`src/rtl/mem_arb_pkg.sv`:
```
// mem_arb_pkg: shared defaults, FSM state and requester-id types for the data-memory arbiter.
package mem_arb_pkg;
    localparam int DEF_ADDR_W = 4;
    localparam int DEF_DATA_W = 8;
    typedef enum logic {IDLE, ACCESS} state_t;
    typedef enum logic {CORE, LDR} req_id_t;
endpackage

```
`src/rtl/rr_arb2.sv`:
```
// rr_arb2: two-way round-robin picker; a tie goes to the port not granted last.
module rr_arb2 import mem_arb_pkg::*; (
    input  logic [1:0] req,
    input  req_id_t    last,
    output req_id_t    winner,
    output logic       valid
);
    always_comb begin
        valid  = |req;
        winner = (req == 2'b10 || (req == 2'b11 && last == CORE)) ? LDR : CORE;
    end
endmodule

```
`src/rtl/data_mem_arbiter.sv`:
```
// data_mem_arbiter: arbitrates core and loader accesses onto a single-ported data memory,
// one access per cycle, with registered grants and read-data return.
module data_mem_arbiter import mem_arb_pkg::*; #(
    parameter int ADDR_W = DEF_ADDR_W,
    parameter int DATA_W = DEF_DATA_W
) (
    input  logic              clk,
    input  logic              rst_n,
    input  logic              core_req,
    input  logic              core_we,
    input  logic [ADDR_W-1:0] core_addr,
    input  logic [DATA_W-1:0] core_wdata,
    output logic              core_gnt,
    output logic              core_rvalid,
    output logic [DATA_W-1:0] core_rdata,
    input  logic              ldr_req,
    input  logic              ldr_we,
    input  logic [ADDR_W-1:0] ldr_addr,
    input  logic [DATA_W-1:0] ldr_wdata,
    output logic              ldr_gnt,
    output logic              ldr_rvalid,
    output logic [DATA_W-1:0] ldr_rdata,
    output logic              mem_read,
    output logic              mem_write,
    output logic [ADDR_W-1:0] mem_addr,
    output logic [DATA_W-1:0] mem_wdata,
    input  logic [DATA_W-1:0] mem_rdata,
    output logic              busy
);
    state_t            state_q, state_d;
    req_id_t           last_q, cmd_id_q, winner;
    logic              valid, cmd_we_q, rd_done;
    logic [ADDR_W-1:0] cmd_addr_q;
    logic [DATA_W-1:0] cmd_wdata_q;

    rr_arb2 u_arb (
        .req    ({ldr_req, core_req}),
        .last   (last_q),
        .winner (winner),
        .valid  (valid)
    );

    // Strobes decode from state so an asynchronous reset drops mem_write at once.
    always_comb begin
        state_d   = valid ? ACCESS : IDLE;
        busy      = state_q == ACCESS;
        mem_read  = busy && !cmd_we_q;
        mem_write = busy && cmd_we_q;
        mem_addr  = busy ? cmd_addr_q : '0;
        mem_wdata = busy ? cmd_wdata_q : '0;
        rd_done   = mem_read;
    end

    always_ff @(posedge clk or negedge rst_n) begin
        if (!rst_n) begin
            state_q     <= IDLE;
            last_q      <= LDR;
            cmd_id_q    <= CORE;
            cmd_we_q    <= 1'b0;
            cmd_addr_q  <= '0;
            cmd_wdata_q <= '0;
            core_gnt    <= 1'b0;
            ldr_gnt     <= 1'b0;
            core_rvalid <= 1'b0;
            ldr_rvalid  <= 1'b0;
            core_rdata  <= '0;
            ldr_rdata   <= '0;
        end else begin
            state_q     <= state_d;
            core_gnt    <= valid && winner == CORE;
            ldr_gnt     <= valid && winner == LDR;
            core_rvalid <= rd_done && cmd_id_q == CORE;
            ldr_rvalid  <= rd_done && cmd_id_q == LDR;
            if (rd_done && cmd_id_q == CORE) core_rdata <= mem_rdata;
            if (rd_done && cmd_id_q == LDR)  ldr_rdata  <= mem_rdata;
            if (valid) begin
                last_q      <= winner;
                cmd_id_q    <= winner;
                cmd_we_q    <= winner == CORE ? core_we    : ldr_we;
                cmd_addr_q  <= winner == CORE ? core_addr  : ldr_addr;
                cmd_wdata_q <= winner == CORE ? core_wdata : ldr_wdata;
            end
        end
    end
endmodule

```
`config.mk`:
```
export PLATFORM = sky130hd
export DESIGN_NAME = data_mem_arbiter
export DESIGN_NICKNAME = d
export VERILOG_FILES = /design/src/rtl/mem_arb_pkg.sv /design/src/rtl/rr_arb2.sv /design/src/rtl/data_mem_arbiter.sv
export SDC_FILE = /design/constraint.sdc
export NUM_CORES = 1
export LEC_CHECK = 0
export CORE_ASPECT_RATIO = 0.9
export CORE_UTILIZATION = 40
export DETAILED_ROUTE_END_ITERATION = 10
export PLACE_DENSITY = 0.88
export SETUP_SLACK_MARGIN = 0.1
export SLEW_MARGIN = 20
export SYNTH_ARGS = -nofsm -noshare
export SYNTH_HDL_FRONTEND = slang
export SYNTH_HIERARCHICAL = 1
export SYNTH_SLANG_ARGS = --single-unit
```
`constraint.sdc`:
```
create_clock -name clk -period 1.87 [get_ports clk]
set_clock_uncertainty 0.1 [all_clocks]
set_input_delay 0.2805 -clock clk [delete_from_list [all_inputs] [get_ports clk]]
set_output_delay 0.2805 -clock clk [all_outputs]
set_load 0.02 [all_outputs]
```
==> metrics.txt <==
status=complete, no violations; # rows=20; setup TNS=0 ps; Switching Fraction=between 20% and 30%; Final Non-Filler Cells=249; total die area=4080 sq um; WL/cell=14.1 microns; Int Power=1.67 mW; first-pass GRT wire length=roughly 5400 microns; mean post-synth cell area=~12 sq um; Die Wd=between 60 and 70 microns; IO buf count=between 70 and 80; Register Area=around 900 sq um; net count reported at finish=approximately 240; global placement routability congestion=roughly 0.71; Fin. Hold Viols=0; Setup CP Type=flip-flop to output pin; Synth-to-Final Area Change=58.1%; CTS H-Tree Depth=2; Tot Pwr=about 2.4 mW; Final WS setup=~180 ps; Post-Route WL=3510 microns; Max Slew Vio Count=0; initial antenna violation count=0; share of layout cells above drive strength 1=a little under a fifth; final core area utilization=69.1%; final setup fails=0; DRC=0; Root Driver=clkbuf_8; largest net degree at the start of global routing=37; placed cell areas=2340 sq um; period utilization=about nine tenths; Hold Crit Class=primary input to async pin; Initial Util=a little over two fifths; Tightest Pin Transition=about 260 ps; number of global-route vias before repair=~1,300; post-synthesis sequential area ratio=58.9%; startpoint types=flip-flop; combinational share of power=34.3%; Placeable Area=3500 sq um; met2 WL post-DR=1980 microns; routed wl met3=around 120 microns; Synth Warn #=6; mapped cell area=between 1500 and 2000 sq um; #FFs+latches synth=36; pre-CTS setup slack=around 140 ps; CTS tree=done; syn nets=around 160; top layer in use=met4; DRT Pass-1 Iters=4; sw power=702 uW; # clock sinks=36; Crit. End Element=output pin; Multi-input gate area=just under 600 sq um; Clock power frac=roughly 23%; placed insts=between 200 and 250; Filler Cell Count=roughly 280; clock latency at the later pin of the worst-skew pair=270 ps; die height=between 60 and 70 microns; Final Critical Period=between 1500 and 2000 ps; design area=between 2000 and 2500 sq um; synth unique cells=20; Inserted Diodes=0; routed vias/inst=~4.8; Pwr Density=between 900 and 1000 nW/um^2; Yosys top cell area share=57.2%; All-Layer GR Usage=about 18%; M1 wire length=between 1000 and 1500 microns; Peak Freq=approximately 0.6 GHz; Sequential Power Share=roughly 43%; GRT overflow=0; top post-synthesis cells by area=dfrtp_1 (57%), mux2_2 (12%), mux2i_1 (8.5%), and2_1 (4.9%), a21oi_1 (4.2%); First DRT Iteration DRCs=38; VDD IR max=about 0.49 mV; Slew Limit Headroom=just over 80%; Synth area leader=dfrtp_1; worst-case clock buffer depth=2; Crit Path Max Fanout=7; clock buffer count from CTS=5; WHS=approximately 280 ps; CP arrival=between 1000 and 1500 ps; clock-pin slew on the worst setup and hold paths=70 ps; total number of vias=between 1,000 and 1,500; Leak=~1.1 nW; post-DP HPWL=between 2000 and 3000 microns; RSZ-0062 raised after global routing=false; I/O pin total=73; Syn Inst Count=around 120; post-route ant nets=0; Worst EP required=approximately 1500 ps; max-cap violation count=0
-- critical path, stage by stage, from the launching register on --
cell and delay, ps:
dfrtp_1 380, buf_4 160, and2b_2 180, dlygate4sd2_1 310
-- layout make-up --
class,instances,area share [%]
sequential,36,37.3
timing repair buffer,80,32.1
multi-input combinational,77,23.8
clock buffer,7,3.57
tap,44,2.27
inverter,4,0.620
clock inverter,1,0.310
-- sequential cells by signal, indices dropped and copies added (netlist names) --
signal / cells
ldr_gnt: 1
core_rdata: 8
cmd_addr_q: 4
last_q: 1
ldr_rvalid: 1
cmd_wdata_q: 8
busy: 1
core_rvalid: 1
ldr_rdata: 8
core_gnt: 1
cmd_we_q: 1
cmd_id_q: 1
-- metal layers --
metal | up-vias | global-route usage, %
met5 | - | 0
met4 | 0 | 9.73
met3 | 8 | 3.20
met2 | 35 | 34.0
met1 | 578 | 20.0
li1 | 572 | -
-- placed cells by master, fill, tap and decap left out --
cell type and count:
a21boi_2 1, a21oi_1 13, and2_1 12, and2_2 1, and2b_2 1, buf_12 1
buf_4 7, clkbuf_1 1, clkbuf_8 6, clkdlybuf4s50_1 57, clkinvlp_4 1, dfrtp_1 35
dfstp_2 1, dlygate4sd2_1 14, dlymetal6s2s_1 1, inv_1 4, mux2_2 16, mux2i_1 13
nand2_1 1, nand3b_2 1, nor2_1 13, nor2b_1 1, nor3b_2 1, o21ai_0 2
or2_1 1
-- Yosys cell counts, drive strengths merged --
cell type	number
dfrtp	35
mux2	16
a21oi	13
and2	13
mux2i	13
nor2	13
clkbuf	4
inv	4
buf	3
o21ai	2
a21boi	1
and2b	1
dfstp	1
nand2	1
nand3b	1
nor2b	1
nor3b	1
or2	1
-- power groups by stage --
stage	registers (mW)	logic, mW	clock network, mW
final	1.01	0.813	0.549
after global routing	1.03	0.865	0.597
after detailed placement	1.03	0.847	0
after global placement	1.01	0.828	0
after CTS	1.01	0.824	0.569
after floorplan	1.15	0.261	0
-- path summary, 6_finish.rpt --
check                             from             to  slack [ps]  cells after the start
worst min register to register  last_q         last_q         400                      2
worst max register to register    busy  core_rdata[0]         460                      4
max in group asynchronous        rst_n         last_q        1150                      2
worst max-delay path              busy       mem_read         180                      3
worst min-delay path             rst_n       core_gnt         280                      2
min in group clk                last_q         last_q         400                      2
-- repair_timing --
action | CTS | global route
hold endpoints to repair | 0 | 0
buffers inserted | 0 | 0
pin swaps | 0 | 0
setup endpoints to repair | 14 | 1
resized for setup | 14 | 1
hold buffers | 0 | 0
-- kinds of logic (layout without fill, tap and decap cells) --
group | Yosys count | after routing | synth area share (%)
and+or+nand+nor | 32 | 32 | 11.8
buffers and inverters | 11 | 92 | 3.68
AOI/OAI and AO/OA | 16 | 16 | 5.39
muxes | 29 | 29 | 20.3
DFF | 36 | 36 | 58.9
No activity file was read; power rests on OpenSTA's default activity.
